<file path="src/rtl/dfr_pkg.sv">
// Shared types and default widths for the DFR batch sequencer slice.
package dfr_pkg;

   localparam int CNT_W_DEF = 16;
   localparam int TMO_W_DEF = 24;

   typedef enum logic [2:0] {
      ST_IDLE        = 3'd0,
      ST_WAIT_DATA   = 3'd1,
      ST_LAUNCH      = 3'd2,
      ST_WAIT_ACCEPT = 3'd3,
      ST_RUN         = 3'd4
   } seq_state_e;

endpackage

</file>
<file path="src/rtl/dfr_watchdog_timer.sv">
// Per-run watchdog: counts enabled cycles since the last clear and flags when the limit is reached.
module dfr_watchdog_timer #(
   parameter int TMO_W = 24
) (
   input  logic             clk,
   input  logic             rst,
   input  logic             clear,
   input  logic             en,
   input  logic [TMO_W-1:0] limit,
   output logic             expired
);

   logic [TMO_W-1:0] count_r;

   // Cycle counter; saturates so a disabled (zero) limit never wraps into a false match.
   always_ff @(posedge clk or posedge rst) begin
      if (rst) begin
         count_r <= {TMO_W{1'b0}};
      end else if (clear) begin
         count_r <= {TMO_W{1'b0}};
      end else if (en && (count_r != {TMO_W{1'b1}})) begin
         count_r <= count_r + {{(TMO_W-1){1'b0}}, 1'b1};
      end else begin
         count_r <= count_r;
      end
   end

   assign expired = en && (limit != {TMO_W{1'b0}}) && (count_r == limit);

endmodule

</file>
<file path="src/rtl/dfr_batch_sequencer.sv">
// Runs the DFR core over num_batches back-to-back inferences with ping-pong banking,
// watchdog protection and host abort.
module dfr_batch_sequencer
   import dfr_pkg::*;
#(
   parameter int CNT_W = CNT_W_DEF,
   parameter int TMO_W = TMO_W_DEF
) (
   input  logic             clk,
   input  logic             rst,
   input  logic             start,
   input  logic             abort,
   input  logic [CNT_W-1:0] num_batches,
   input  logic             preserve_between,
   input  logic [TMO_W-1:0] timeout_cycles,
   input  logic             batch_ready,
   input  logic             core_busy,
   output logic             core_start,
   output logic             core_preserve,
   output logic             core_rst,
   output logic             bank_sel,
   output logic             batch_ack,
   output logic             result_valid,
   output logic [CNT_W-1:0] result_idx,
   output logic             busy,
   output logic             seq_done,
   output logic             error,
   output logic             aborted,
   output logic [2:0]       state_out
);

   seq_state_e       state_r;
   seq_state_e       state_nxt_s;
   logic [CNT_W-1:0] num_r;
   logic [CNT_W-1:0] batch_cnt_r;
   logic             preserve_r;
   logic [TMO_W-1:0] timeout_r;
   logic             accept_s;
   logic             empty_done_s;
   logic             batch_done_s;
   logic             last_s;
   logic             abort_hit_s;
   logic             tmo_hit_s;
   logic             wd_clear_s;
   logic             wd_en_s;
   logic             wd_expired_s;

   assign wd_clear_s = (state_r == ST_LAUNCH);
   assign wd_en_s    = (state_r == ST_WAIT_ACCEPT) || (state_r == ST_RUN);
   assign last_s     = (batch_cnt_r == (num_r - {{(CNT_W-1){1'b0}}, 1'b1}));
   assign state_out  = state_r;

   dfr_watchdog_timer #(.TMO_W(TMO_W)) u_watchdog (
      .clk     (clk),
      .rst     (rst),
      .clear   (wd_clear_s),
      .en      (wd_en_s),
      .limit   (timeout_r),
      .expired (wd_expired_s)
   );

   // Next-state logic; abort outranks the watchdog, which outranks normal completion.
   always_comb begin
      state_nxt_s  = state_r;
      accept_s     = 1'b0;
      empty_done_s = 1'b0;
      batch_done_s = 1'b0;
      abort_hit_s  = 1'b0;
      tmo_hit_s    = 1'b0;
      if ((state_r != ST_IDLE) && abort) begin
         abort_hit_s = 1'b1;
         state_nxt_s = ST_IDLE;
      end else if (wd_expired_s) begin
         tmo_hit_s   = 1'b1;
         state_nxt_s = ST_IDLE;
      end else begin
         case (state_r)
            ST_IDLE: begin
               if (start) begin
                  if (num_batches != {CNT_W{1'b0}}) begin
                     accept_s    = 1'b1;
                     state_nxt_s = ST_WAIT_DATA;
                  end else begin
                     empty_done_s = 1'b1;
                  end
               end else begin
                  state_nxt_s = ST_IDLE;
               end
            end
            ST_WAIT_DATA: begin
               if (batch_ready) begin
                  state_nxt_s = ST_LAUNCH;
               end else begin
                  state_nxt_s = ST_WAIT_DATA;
               end
            end
            ST_LAUNCH: begin
               state_nxt_s = ST_WAIT_ACCEPT;
            end
            ST_WAIT_ACCEPT: begin
               if (core_busy) begin
                  state_nxt_s = ST_RUN;
               end else begin
                  state_nxt_s = ST_WAIT_ACCEPT;
               end
            end
            ST_RUN: begin
               if (!core_busy) begin
                  batch_done_s = 1'b1;
                  state_nxt_s  = last_s ? ST_IDLE : ST_WAIT_DATA;
               end else begin
                  state_nxt_s = ST_RUN;
               end
            end
            default: begin
               state_nxt_s = ST_IDLE;
            end
         endcase
      end
   end

   // State register and single-cycle strobes, all aligned with the state they belong to.
   always_ff @(posedge clk or posedge rst) begin
      if (rst) begin
         state_r       <= ST_IDLE;
         busy          <= 1'b0;
         core_start    <= 1'b0;
         core_preserve <= 1'b0;
         core_rst      <= 1'b0;
         batch_ack     <= 1'b0;
         result_valid  <= 1'b0;
         seq_done      <= 1'b0;
      end else begin
         state_r       <= state_nxt_s;
         busy          <= (state_nxt_s != ST_IDLE);
         core_start    <= (state_nxt_s == ST_LAUNCH);
         core_preserve <= (state_nxt_s == ST_LAUNCH) && preserve_r &&
                          (batch_cnt_r != {CNT_W{1'b0}});
         core_rst      <= abort_hit_s || tmo_hit_s;
         batch_ack     <= batch_done_s;
         result_valid  <= batch_done_s;
         seq_done      <= empty_done_s || (batch_done_s && last_s);
      end
   end

   // Run configuration captured on an accepted start.
   always_ff @(posedge clk or posedge rst) begin
      if (rst) begin
         num_r      <= {CNT_W{1'b0}};
         preserve_r <= 1'b0;
         timeout_r  <= {TMO_W{1'b0}};
      end else if (accept_s) begin
         num_r      <= num_batches;
         preserve_r <= preserve_between;
         timeout_r  <= timeout_cycles;
      end else begin
         num_r      <= num_r;
         preserve_r <= preserve_r;
         timeout_r  <= timeout_r;
      end
   end

   // Batch bookkeeping; bank_sel keeps alternating across sequences.
   always_ff @(posedge clk or posedge rst) begin
      if (rst) begin
         batch_cnt_r <= {CNT_W{1'b0}};
         result_idx  <= {CNT_W{1'b0}};
         bank_sel    <= 1'b0;
      end else if (accept_s) begin
         batch_cnt_r <= {CNT_W{1'b0}};
         result_idx  <= result_idx;
         bank_sel    <= bank_sel;
      end else if (batch_done_s) begin
         batch_cnt_r <= batch_cnt_r + {{(CNT_W-1){1'b0}}, 1'b1};
         result_idx  <= batch_cnt_r;
         bank_sel    <= ~bank_sel;
      end else begin
         batch_cnt_r <= batch_cnt_r;
         result_idx  <= result_idx;
         bank_sel    <= bank_sel;
      end
   end

   // Sticky status flags, cleared when a new sequence is accepted.
   always_ff @(posedge clk or posedge rst) begin
      if (rst) begin
         error   <= 1'b0;
         aborted <= 1'b0;
      end else if (accept_s) begin
         error   <= 1'b0;
         aborted <= 1'b0;
      end else begin
         error   <= error || tmo_hit_s;
         aborted <= aborted || abort_hit_s;
      end
   end

endmodule
</file>
<file path="config.mk">
export PLATFORM = sky130hd
export DESIGN_NAME = dfr_batch_sequencer
export DESIGN_NICKNAME = d
export VERILOG_FILES = /design/src/rtl/dfr_pkg.sv /design/src/rtl/dfr_watchdog_timer.sv /design/src/rtl/dfr_batch_sequencer.sv
export SDC_FILE = /design/constraint.sdc
export NUM_CORES = 1
export LEC_CHECK = 0
export ABC_CLOCK_PERIOD_IN_PS = 7350
export BUFFER_PORTS_ARGS = -buffer_cell sky130_fd_sc_hd__clkbuf_2
export CAP_MARGIN = 10
export CORE_ASPECT_RATIO = 2
export CORE_MARGIN = 2
export CORE_UTILIZATION = 57
export DETAILED_ROUTE_END_ITERATION = 6
export PLACE_DENSITY = 0.8
export SETUP_SLACK_MARGIN = 0.1
export SLEW_MARGIN = 20
export SYNTH_ARGS = -nofsm -noshare
export SYNTH_HDL_FRONTEND = slang
export SYNTH_HIERARCHICAL = 1
export SYNTH_SLANG_ARGS = --single-unit
</file>
<file path="constraint.sdc">
create_clock -name clk -period 7.35 [get_ports clk]
set_clock_uncertainty 0.1 [all_clocks]
set_input_delay 1.47 -clock clk [delete_from_list [all_inputs] [get_ports clk]]
set_output_delay 1.47 -clock clk [all_outputs]
set_load 0.01 [all_outputs]
</file>
; ---- Yosys cells after proc, flatten, opt, wreduce, memory -nomap -nowiden
; Cells that the tools add are included.
[word_totals]
ff_bits = 109
latch_bits = 0
ramBits = 0
romBits = 0
inputBits = 47
out_inout_bits = 29
mem_count = 0
[classes]
add_sub_neg = 3
multipliers = 0
n_div = 0
magnitude_cmp = 0
eq_ne = 8
n_shift = 0
n_mux = 32
n_bitwise = 2
n_reduce_logical = 21
[ops]
columns = operator, count
row1 = $mux 24, 2
row2 = $mux 16, 2
row3 = $reduce_bool 16->1, 2
row4 = $add 24x1->24 const B, 1
row5 = $eq 24x24->1, 1
row6 = $ne 24x24->1 const B, 1
row7 = $reduce_bool 24->1, 1
row8 = $mux 1, 20
row9 = $mux 3, 6
row10 = $add 16x1->16 const B, 1
row11 = $eq 16x16->1, 1
row12 = $sub 16x1->16 const B, 1
row13 = $pmux 3 s5, 1
row14 = $eq 3x2->1 const B, 3
row15 = $logic_and 1x1->1, 7
row16 = $reduce_bool 3->1, 2
row17 = $logic_or 1x1->1, 5
row18 = $reduce_bool 2->1, 2
row19 = $eq 3x1->1 const B, 1
row20 = $eq 3x3->1 const B, 1
row21 = $logic_not 3->1, 1
row22 = $mux 2, 1
row23 = $not 1->1, 2
row24 = $reduce_and 2->1, 1

; ---- Logic depth before layout (Yosys ltp)
; Gate-level depths: netlist of run 1.
[logic_depth]
word_depth = 10
ltp_mapped = 15
depth_no_buf = 14

; ---- Hierarchy
; The synthesis of run 1 kept the hierarchy.
[by_module_without_submodules]
columns = module, n_inst, cells_each, area_per_inst_um2, seq_area_each_um2
row1 = dfr_batch_sequencer, 1, 480, 4167.7, 2127.0
row2 = dfr_watchdog_timer, 1, 192, 1735.4, 600.6

; ---- Worst setup path after synthesis of run 1
; OpenSTA, ideal clock, no wires.
[synth_timing]
path_kind = reg2reg
from = register state_r[0] (netlist: state_out[0])
to = register batch_cnt_r[10]
t_arrival_ns = 2.872
required_time_ns = 7.118
setup_slack_ns = 4.246
stages_incl_launch_ff = 15
n_path_buf = 1
period_less_slack_ns = 3.104
path_cell_list = dfrtp_1 -> clkbuf_1 -> nand2_1 -> o21ai_0 -> inv_1 -> nor2_1 -> nand4_1 -> a311oi_1 -> nor4b_1 -> and4_1 -> and3_1 -> and3_1 -> nand2_1 -> xor2_1 -> nor2_1
[synth_via]
elab_chain_len = 7
word_cells_on_any_way = 16
classes_between = eq/ne: 2 / mux: 7 / reduce/logical: 7
[synth_lines]
columns = element, line
row1 = from (decl), dfr_batch_sequencer.sv:32  ; seq_state_e state_r;
row2 = from (signal assigned), dfr_batch_sequencer.sv:134  ; state_r <= state_nxt_s;
row3 = $eq 3x2->1 or $eq 3x3->1 (tied branches), dfr_batch_sequencer.sv:49  ; assign wd_en_s = (state_r == ST_WAIT_ACCEPT) || (state_r == ST_RUN);
row4 = $logic_or 1x1->1 *, dfr_batch_sequencer.sv:49
row5 = via wd_en_s, dfr_batch_sequencer.sv:45  ; logic wd_en_s;
row6 = $logic_and 1x1->1 * (2 in series), dfr_watchdog_timer.sv:28  ; assign expired = en && (limit != {TMO_W{1'b0}}) && (count_r == limit);
row7 = via wd_expired_s, dfr_batch_sequencer.sv:46  ; logic wd_expired_s;
row8 = $mux 1, dfr_batch_sequencer.sv:73  ; end else if (wd_expired_s) begin
row9 = $mux 1, dfr_batch_sequencer.sv:70  ; if ((state_r != ST_IDLE) && abort) begin
row10 = $mux 16 or $reduce_bool 2->1 (tied branches), -
row11 = to (signal assigned), dfr_batch_sequencer.sv:166  ; batch_cnt_r <= {CNT_W{1'b0}};
row12 = to (signal assigned), dfr_batch_sequencer.sv:170  ; batch_cnt_r <= {CNT_W{1'b0}};
row13 = to (signal assigned), dfr_batch_sequencer.sv:174  ; batch_cnt_r <= batch_cnt_r + {{(CNT_W-1){1'b0}}, 1'b1};
row14 = to (decl), dfr_batch_sequencer.sv:35  ; logic [CNT_W-1:0] batch_cnt_r;
; The timed path passes the listed nets; every way through them passes the cells marked *.
; A chain may end at the register's enable or synchronous reset.

; ---- Worst setup path in the final report of run 1
[layout_timing]
from = register state_r[0] (netlist: state_out[0])
to = register batch_cnt_r[3]
; Same word-level chain as after synthesis.

==> flow_summary.json, run 1 <==
{
  "status": "complete, but fails checks",
  "violations": "DRC",
  "synthDistinctLibCells": 64,
  "gp_congestion": 0.928,
  "startpoint_type": "flop",
  "io_buffers": 75,
  "setup_tns_ns": 0,
  "crit_path_end_kind": "flop",
  "fin_crit_sh": 0.607,
  "netlist_area_um2": 5900,
  "ys_warn_count": 6,
  "vias_per_cell": 5.99,
  "cts_made_buffers": 9,
  "critPathMaxStageDelay_ns": 0.67,
  "hold_end": "result_idx[13]",
  "synth_nets": 723,
  "dr.pass1.iters": 7,
  "postSynthCellCount": 672,
  "dpl_cell_area_um2": 6240,
  "htree_levels": 3,
  "clock_latency_ns": 0.36,
  "reg2reg_to": "batch_cnt_r[3]",
  "crit_arrival_ns": 4.59,
  "ys_seq_area_frac": 0.462,
  "synth_edf_count": 0,
  "hold_viol": 0,
  "ant_nets": 0,
  "grt_max_degree": 86,
  "grt_pass1_vias": 5182,
  "overflow": 0,
  "vdd_ir_drop_max_mv": 0.184,
  "crit_type": "flop to flop",
  "wl_mm": 16.0,
  "areaGrowthSynthToFinish_pct": 11.1,
  "initial_core_util": 0.585,
  "critPathTopFamily": "simple AND/OR/NAND/NOR gates",
  "cp_cell_sequence": "nand2_1, o21ai_0, inv_1, nor2_1, nand4_1, a311oi_1, nor4b_1, nand2_1, clkinv_1, nand4_1, xor2_1, nor2_1",
  "reg2reg_depth": 12,
  "final_common_cell": "nand2_1",
  "rr_startpoint": "state_out[0]",
  "drt_iter0_drc": 447,
  "ys_ff_latch": 109,
  "worstMarginPinSlew_ns": 1.02,
  "timing.hold.ws_ns": 0.378,
  "leakage_nw": 3.23,
  "fp-row-count": 52,
  "cp_num_buf_inv": 2,
  "powerDensity_nw_per_um2": 317,
  "clock-sinks": 109,
  "coreArea_um2": 10100,
  "fmax_mhz": 224,
  "cp.depth": 12,
  "whs_path_depth": 2,
  "hold_path.class": "flop to flop",
  "cts_hold_buf": 0,
  "vias": 5185,
  "route.detailed.drc": 1,
  "ios": 76,
  "hp-start": "result_idx[13]",
  "wl_per_cell_um": 18.5,
  "total_power_mw": 2.08,
  "cts_root_buffer": "clkbuf_16",
  "clk_pin_slew_ns": 0.08,
  "cts_resized": 0,
  "final_cell_mix": "nand2_1 (197), dfrtp_1 (109), clkbuf_2 (75)",
  "fp.dieH_um": 148,
  "cap_violations": 0,
  "drv_slew": 0,
  "antenna_cells": 0,
  "dieArea_um2": 11200,
  "rsz0062_at_grt": "no",
  "dp_hpwl_mm": 11.7,
  "period_needed_ns": 4.46,
  "design_area_um2": 6560,
  "r2r_setup_slack_ns": 2.89,
  "grt_pass1_wl_mm": 25.7,
  "synth-main-ff-cell": "dfrtp_1",
  "path_max_fanout": 24,
  "antenna_found_initial": 0,
  "post_cts_buffers": 0,
  "avgSynthCellArea_um2": 8.78,
  "worstPathRequired_ns": 7.48,
  "crit_slowest_cell": "a311oi_1",
  "die_x_um": 76.0,
  "slew_headroom": 0.317,
  "cts_tree": "done",
  "setup_viol": 0,
  "postSynth.asyncResetShare": 1.00,
  "drive_gt1_frac": 0.158,
  "clk_path_buf_depth": 2,
  "grtUsageTotal": 0.293,
  "nets": 776
}
==> cell type report <==
class                           count  area (um2)
Fill cell                         837        3520
Multi-Input combinational cell    516        2910
Sequential cell                   109        2730
Timing Repair Buffer               77         394
Clock buffer                        9         225
Tap cell                          135         169
Clock inverter                      7        86.3
Inverter                           12        46.3
==> cells by family (layout without fill, tap and decap cells) <==
kind of cell	after synthesis	after routing	synth area share
buf+inv	47	105	0.0449
flops	109	109	0.462
mux	2	2	0.00339
compound gates	76	76	0.0837
xor+xnor	67	67	0.0994
fa+ha+maj	4	4	0.00848
simple gates	367	367	0.298
==> layer usage <==
metal	wire length, um	GRT usage
met3	531	0.0379
met1	5400	0.285
met5	0	0
met2	8830	0.558
met4	1250	0.209
==> through the flow <==
stage	setup slack, ns	utilization	instances
3_5_place_dp	3.02	0.619	849
3_3_place_gp	3.35	0.619	849
6_report	2.89	0.651	865
2_1_floorplan	3.59	-	672
5_1_grt	2.60	0.651	865
4_1_cts	2.96	0.650	865
==> cells in the mapped netlist (2+ instances only) <==
cell / instances / area share
o21ai_0: 22 / 0.019
buf_4: 2 / 0.0025
nor3_1: 12 / 0.010
xnor2_1: 25 / 0.037
and3_1: 8 / 0.0085
nand2_1: 197 / 0.13
and4_1: 7 / 0.010
xor2_1: 42 / 0.062
clkbuf_1: 20 / 0.013
or4_1: 7 / 0.0089
nor2_1: 44 / 0.028
dfrtp_1: 109 / 0.46
and4_4: 4 / 0.0076
and3_2: 2 / 0.0025
nor3b_1: 3 / 0.0038
or3_1: 6 / 0.0064
or4_4: 2 / 0.0038
nor4_1: 25 / 0.026
a31o_2: 2 / 0.0030
nor4b_1: 2 / 0.0030
inv_1: 11 / 0.0070
dlygate4sd1_1: 2 / 0.0030
ha_1: 4 / 0.0085
a31oi_1: 3 / 0.0032
o31ai_1: 8 / 0.010
buf_6: 7 / 0.013
mux2i_1: 2 / 0.0034
o211ai_1: 4 / 0.0051
nand2b_1: 2 / 0.0021
clkbuf_2: 2 / 0.0017
or2b_1: 2 / 0.0025
and2_1: 5 / 0.0053
a21oi_1: 20 / 0.017
nand4_1: 14 / 0.015
nand3_1: 16 / 0.014
==> report_power, final <==
part           leakage, nW  total [mW]  switching [mW]  internal (mW)
Combinational         1.64       0.660           0.406          0.254
Clock                0.151       0.498           0.253          0.245
Sequential            1.45       0.922           0.191          0.732
==> worst reg2reg max path: cells and delay by family (launching register included) <==
kind,cells,cell delay [ns]
simple gates,7,1.51
compound gates,2,1.23
buf+inv,2,0.85
flops,1,0.49
xor+xnor,1,0.16
==> flip-flops by register name, indices dropped and copies added, names as in the netlist, 3 cells and up <==
| register | cells |
|---|---|
| timeout_r | 24 |
| u_watchdog/count_r | 24 |
| batch_cnt_r | 16 |
| num_r | 16 |
| result_idx | 16 |
| state_out | 3 |
==> worst max path at each step <==
stage	startpoint	end	slack, ns
finish	state_out[0]	batch_cnt_r[3]	2.89
global route	state_out[0]	batch_cnt_r[3]	2.60
CTS	state_out[0]	batch_cnt_r[3]	2.96
detailed placement	state_out[0]	batch_cnt_r[3]	3.02
global placement	state_out[0]	batch_cnt_r[3]	3.35
floorplan	rst	aborted	3.59
No activity file was read; power rests on OpenSTA's default activity.
==> run 2, diff against run 1 <==
--- a/config.mk
+++ b/config.mk
@@ -5,14 +5,14 @@
 export SDC_FILE = /design/constraint.sdc
 export NUM_CORES = 1
 export LEC_CHECK = 0
-export ABC_CLOCK_PERIOD_IN_PS = 7350
+export ABC_CLOCK_PERIOD_IN_PS = 3800
 export BUFFER_PORTS_ARGS = -buffer_cell sky130_fd_sc_hd__clkbuf_2
 export CAP_MARGIN = 10
 export CORE_ASPECT_RATIO = 2
 export CORE_MARGIN = 2
-export CORE_UTILIZATION = 57
+export CORE_UTILIZATION = 53
 export DETAILED_ROUTE_END_ITERATION = 6
-export PLACE_DENSITY = 0.8
+export PLACE_DENSITY = 0.78
 export SETUP_SLACK_MARGIN = 0.1
 export SLEW_MARGIN = 20
 export SYNTH_ARGS = -nofsm -noshare
==> constraint.sdc (replaced) <==
create_clock -name clk -period 3.8 [get_ports clk]
set_clock_uncertainty 0.1 [all_clocks]
set_input_delay 0.76 -clock clk [delete_from_list [all_inputs] [get_ports clk]]
set_output_delay 0.76 -clock clk [all_outputs]
set_load 0.01 [all_outputs]
==> run 2 against run 1 <==
Against the previous run:
- the flow now finishes without violations
- clock power increased by 91%
- via count about the same
- largest power group unchanged
- critical path depth increased by 1
- maximum frequency increased by 37%
- die area increased by 7.2%
- critical endpoint unchanged
- largest cell class unchanged
- combinational power increased by 94%
==> flow_summary.json, run 2 (synthesis gave the netlist of run 1 again) <==
{
  "status": "completed",
  "multi_input_area_um2": 2910,
  "clkPwrFrac": 0.238,
  "antenna_cells": 0,
  "cap_violations": 0,
  "drv_slew": 0,
  "reg2reg_depth": 13,
  "final_cell_mix": "nand2_1 (197), dfrtp_1 (109), clkbuf_2 (75)",
  "fp-row-count": 54,
  "crit_path_end": "batch_cnt_r[3]",
  "wl_mm": 16.0,
  "dp_hpwl_mm": 11.8,
  "dr.pass1.iters": 5,
  "htree_levels": 3,
  "ant_nets": 0,
  "met3_length_um": 580,
  "overflow": 0,
  "die_x_um": 78.6,
  "vias": 5186,
  "grt_max_degree": 86,
  "final_common_cell": "nand2_1",
  "setup_viol": 0,
  "initial_core_util": 0.543,
  "rr_startpoint": "state_out[1]",
  "leakage_nw": 3.25,
  "switchingPower_mw": 1.62,
  "clock_latency_ns": 0.35,
  "final.setup.worst_slack_ns": 0.547,
  "final_util": 0.606,
  "reg2reg_to": "batch_cnt_r[3]",
  "cts_root_buffer": "clkbuf_16",
  "cts_tree": "done",
  "worstMarginPinSlew_ns": 1.00,
  "route.detailed.drc": 0,
  "setup_tns_ns": 0,
  "post_cts_buffers": 0,
  "hold_viol": 0,
  "dieArea_um2": 12000,
  "r2r_setup_slack_ns": 0.55,
  "cts_resized": 0,
  "clk_path_buf_depth": 2,
  "coreArea_um2": 10900,
  "worstPathRequired_ns": 3.92,
  "num-fill-cells": 946,
  "cts_made_buffers": 9,
  "crit_type": "flop to flop",
  "vias_per_cell": 5.94,
  "dpl_cell_area_um2": 6290,
  "p_int_mw": 2.39,
  "switching_share": 0.405,
  "vdd_ir_drop_max_mv": 0.359,
  "fp.dieH_um": 153,
  "fmax_mhz": 307,
  "gp_congestion": 0.969,
  "drt_iter0_drc": 425,
  "antenna_found_initial": 0,
  "hold_path.class": "input pin to async pin",
  "pwr-share-seq": 0.443,
  "crit_path_end_kind": "flop",
  "top_layer": "met4",
  "rsz0062_at_grt": "no",
  "cts_hold_buf": 0,
  "areaGrowthSynthToFinish_pct": 11.7,
  "fin_crit_sh": 0.856,
  "clock-sinks": 109,
  "ios": 76,
  "path_max_fanout": 19,
  "io_buffers": 75,
  "grt_pass1_wl_mm": 25.9,
  "design_area_um2": 6590,
  "critPathLaunch": "state_out[1]",
  "combPwrFrac": 0.319,
  "seqCellArea_um2": 2730,
  "crit_arrival_ns": 3.37,
  "powerDensity_nw_per_um2": 608,
  "wl_per_cell_um": 18.3,
  "wl_met1_mm": 5.46,
  "period_needed_ns": 3.25,
  "clk_pin_slew_ns": 0.08,
  "grt_pass1_vias": 5242,
  "drive_gt1_frac": 0.161,
  "place_ws_ns": 0.625,
  "top_regs": "timeout_r x24, u_watchdog/count_r x24",
  "startpoint_type": "flop",
  "route.met2.wl_mm": 8.87,
  "slew_headroom": 0.333,
  "total_power_mw": 4.01,
  "grtUsageTotal": 0.275,
  "nets": 779
}
## run 2: per-layer routing
metal	vias up	global-route usage
met5	-	0
met4	0	0.172
met3	77	0.0366
met2	204	0.515
met1	2500	0.276
li1	2405	-
## run 2: cell type report
type	instances	share of cell area
Multi-Input combinational cell	516	0.442
Timing Repair Buffer	80	0.0645
Clock inverter	7	0.0121
Inverter	12	0.00702
Clock buffer	9	0.0342
Sequential cell	109	0.414
Tap cell	140	0.0266
## run 2: critical path, cell delays in order (launching register included)
cell and delay [ns]:
dfrtp_1 0.47, nor2_1 0.21, nand2_1 0.07, o21ai_0 0.11, inv_1 0.12, nor2_1 0.14, nand4_1 0.12, a311oi_1 0.60
nor4b_1 0.16, nand2_1 0.13, clkinv_1 0.41, nand4_1 0.28, xor2_1 0.16, nor2_1 0.05
## run 2: stage by stage
stage                     std cells  hold slack [ns]
after floorplan                 672            0.337
after global placement          857            0.357
after detailed placement        857            0.363
after CTS                       873            0.378
after global routing            873            0.405
final                           873            0.373
## run 2: worst min-delay path by stage
| stage | startpoint | to | slack (ns) | depth (start not counted) |
|---|---|---|---|---|
| 2_1_floorplan | preserve_r | preserve_r | 0.34 | 2 |
| 3_3_place_gp | preserve_r | preserve_r | 0.36 | 2 |
| 3_5_place_dp | result_idx[7] | result_idx[7] | 0.36 | 2 |
| 4_1_cts | bank_sel | bank_sel | 0.38 | 1 |
| 6_report | rst | timeout_r[13] | 0.37 | 3 |
| 5_1_grt | bank_sel | bank_sel | 0.40 | 1 |
## run 2: power by group through the flow
stage,Sequential (mW),Combinational (mW),Clock (mW)
2_1_floorplan,1.66,1.02,0
4_1_cts,1.77,1.27,0.966
6_report,1.78,1.28,0.953
3_5_place_dp,1.79,1.26,0
5_1_grt,1.81,1.44,1.01
3_3_place_gp,1.78,1.21,0
==> run 3, diff against run 2 <==
--- a/config.mk
+++ b/config.mk
@@ -8,10 +8,10 @@
 export ABC_CLOCK_PERIOD_IN_PS = 3800
 export BUFFER_PORTS_ARGS = -buffer_cell sky130_fd_sc_hd__clkbuf_2
 export CAP_MARGIN = 10
-export CORE_ASPECT_RATIO = 2
 export CORE_MARGIN = 2
 export CORE_UTILIZATION = 53
 export DETAILED_ROUTE_END_ITERATION = 6
+export GPL_TIMING_DRIVEN = 0
 export PLACE_DENSITY = 0.78
 export SETUP_SLACK_MARGIN = 0.1
 export SLEW_MARGIN = 20
==> run 3 against run 2 <==
Against the previous run:
- cell count grew 3.6%
- design area grew 1.3%
- combinational power grew 8%
- critical path depth grew 1
- maximum frequency shrank 4.1%
==> flow_summary.json, run 3 (synthesis gave the netlist of run 1 again) <==
{
  "status": "completed",
  "clk_path_buf_depth": 2,
  "wl_per_cell_um": 16.7,
  "setup_viol": 0,
  "rsz0062_at_grt": "no",
  "layout.cells.non_filler": 904,
  "design_area_um2": 6680,
  "crit_type": "flop to flop",
  "overflow": 0,
  "leakage_nw": 3.28,
  "path_max_fanout": 10,
  "ant_nets": 0,
  "wl_mm": 15.1,
  "antenna_found_initial": 0,
  "dieArea_um2": 12000,
  "htree_levels": 3,
  "fin_crit_sh": 0.892,
  "num-fill-cells": 979,
  "drive_gt1_frac": 0.166,
  "gp_congestion": 0.941,
  "final_common_cell": "nand2_1",
  "fp-row-count": 38,
  "cts_tree": "done",
  "worstPathRequired_ns": 3.99,
  "cap_violations": 0,
  "crit_arrival_ns": 3.58,
  "drt_iter0_drc": 376,
  "slew_headroom": 0.386,
  "initial_core_util": 0.545,
  "worstMarginPinSlew_ns": 0.920,
  "final.setup.worst_slack_ns": 0.410,
  "antenna_cells": 0,
  "startpoint_type": "flop",
  "hold_viol": 0,
  "place_ws_ns": -0.211,
  "crit_path_end_kind": "flop",
  "cts_root_buffer": "clkbuf_8",
  "top_regs": "timeout_r x24, u_watchdog/count_r x24",
  "hold_path.class": "input pin to async pin",
  "period_needed_ns": 3.39,
  "io_buffers": 75,
  "dp_hpwl_mm": 11.5,
  "dr.pass1.iters": 5,
  "grt_pass1_vias": 5004,
  "vias_per_cell": 5.76,
  "ios": 76,
  "dpl_cell_area_um2": 6480,
  "grtUsageTotal": 0.272,
  "post_cts_buffers": 0,
  "powerDensity_nw_per_um2": 567,
  "die_x_um": 110,
  "clock_latency_ns": 0.39,
  "grt_max_degree": 46,
  "r2r_setup_slack_ns": 0.41,
  "drv_slew": 0,
  "route.detailed.drc": 0,
  "nets": 810,
  "vdd_ir_drop_max_mv": 0.441,
  "grt_pass1_wl_mm": 25.0,
  "fmax_mhz": 295,
  "total_power_mw": 3.79,
  "dpl.cell_count": 888,
  "clk_pin_slew_ns": 0.10,
  "cts_made_buffers": 9,
  "fp.dieH_um": 110,
  "areaGrowthSynthToFinish_pct": 13.1,
  "vias": 5204,
  "final_cell_mix": "nand2_1 (197), dfrtp_1 (109), clkbuf_2 (77)",
  "clock-sinks": 109,
  "coreArea_um2": 10800,
  "timing.hold.ws_ns": 0.310
}
-- run 3: layer usage --
| layer | up-vias | global-route usage | routed length, um |
|---|---|---|---|
| li1 | 2473 | - | - |
| met1 | 2532 | 0.379 | 6790 |
| met2 | 175 | 0.423 | 7040 |
| met3 | 24 | 0.0528 | 944 |
| met4 | 0 | 0.0986 | 340 |
| met5 | - | 0 | 0 |
-- run 3: cell type report --
class	count	area (um2)	share of cell area
Buffer	35	220	0.0330
Sequential cell	109	2730	0.409
Multi-Input combinational cell	516	2920	0.437
Timing Repair Buffer	76	395	0.0592
Tap cell	140	175	0.0262
Clock inverter	5	43.8	0.00656
Clock buffer	11	141	0.0212
Inverter	12	51.3	0.00769
-- run 3: critical path: stages (launching register included) --
cell and delay (ns):
dfrtp_1 0.35, clkbuf_1 0.27, nand2_1 0.11, o21ai_2 0.31, inv_1 0.18, nor2_1 0.14
nand4_1 0.15, a311oi_2 0.47, nor2_1 0.07, and3_2 0.25, and2_1 0.16, clkbuf_1 0.15
clkbuf_1 0.34, nand2_1 0.18, nand2_1 0.06
-- run 3: where the power goes --
part / leakage [nW] / switching, mW / internal, mW
registers: 1.45 / 0.313 / 1.41
clock network: 0.0881 / 0.418 / 0.265
logic: 1.75 / 0.820 / 0.557
-- run 3: path summary, 6_finish.rpt --
kind / startpoint / cells after the start / end
setup / recovery: state_out[0] / 14 / num_r[15]
hold / removal: rst / 2 / state_out[1]
setup reg to reg: state_out[0] / 14 / num_r[15]
hold reg to reg: result_idx[4] / 2 / result_idx[4]
max in group asynchronous: rst / 2 / u_watchdog/count_r[18]
min in group clk: result_idx[4] / 2 / result_idx[4]
-- run 3: through the flow --
stage,utilization,TNS [ns]
finish,0.616,0
global placement,0.595,-15.81
floorplan,-,0
CTS,0.615,0
detailed placement,0.597,-5.53
global route,0.616,0
-- run 3: what timing repair did --
item	CTS	global route
setup endpoints to repair	77	55
resized for setup	2	2
pin swaps	0	0
hold buffers	0	0
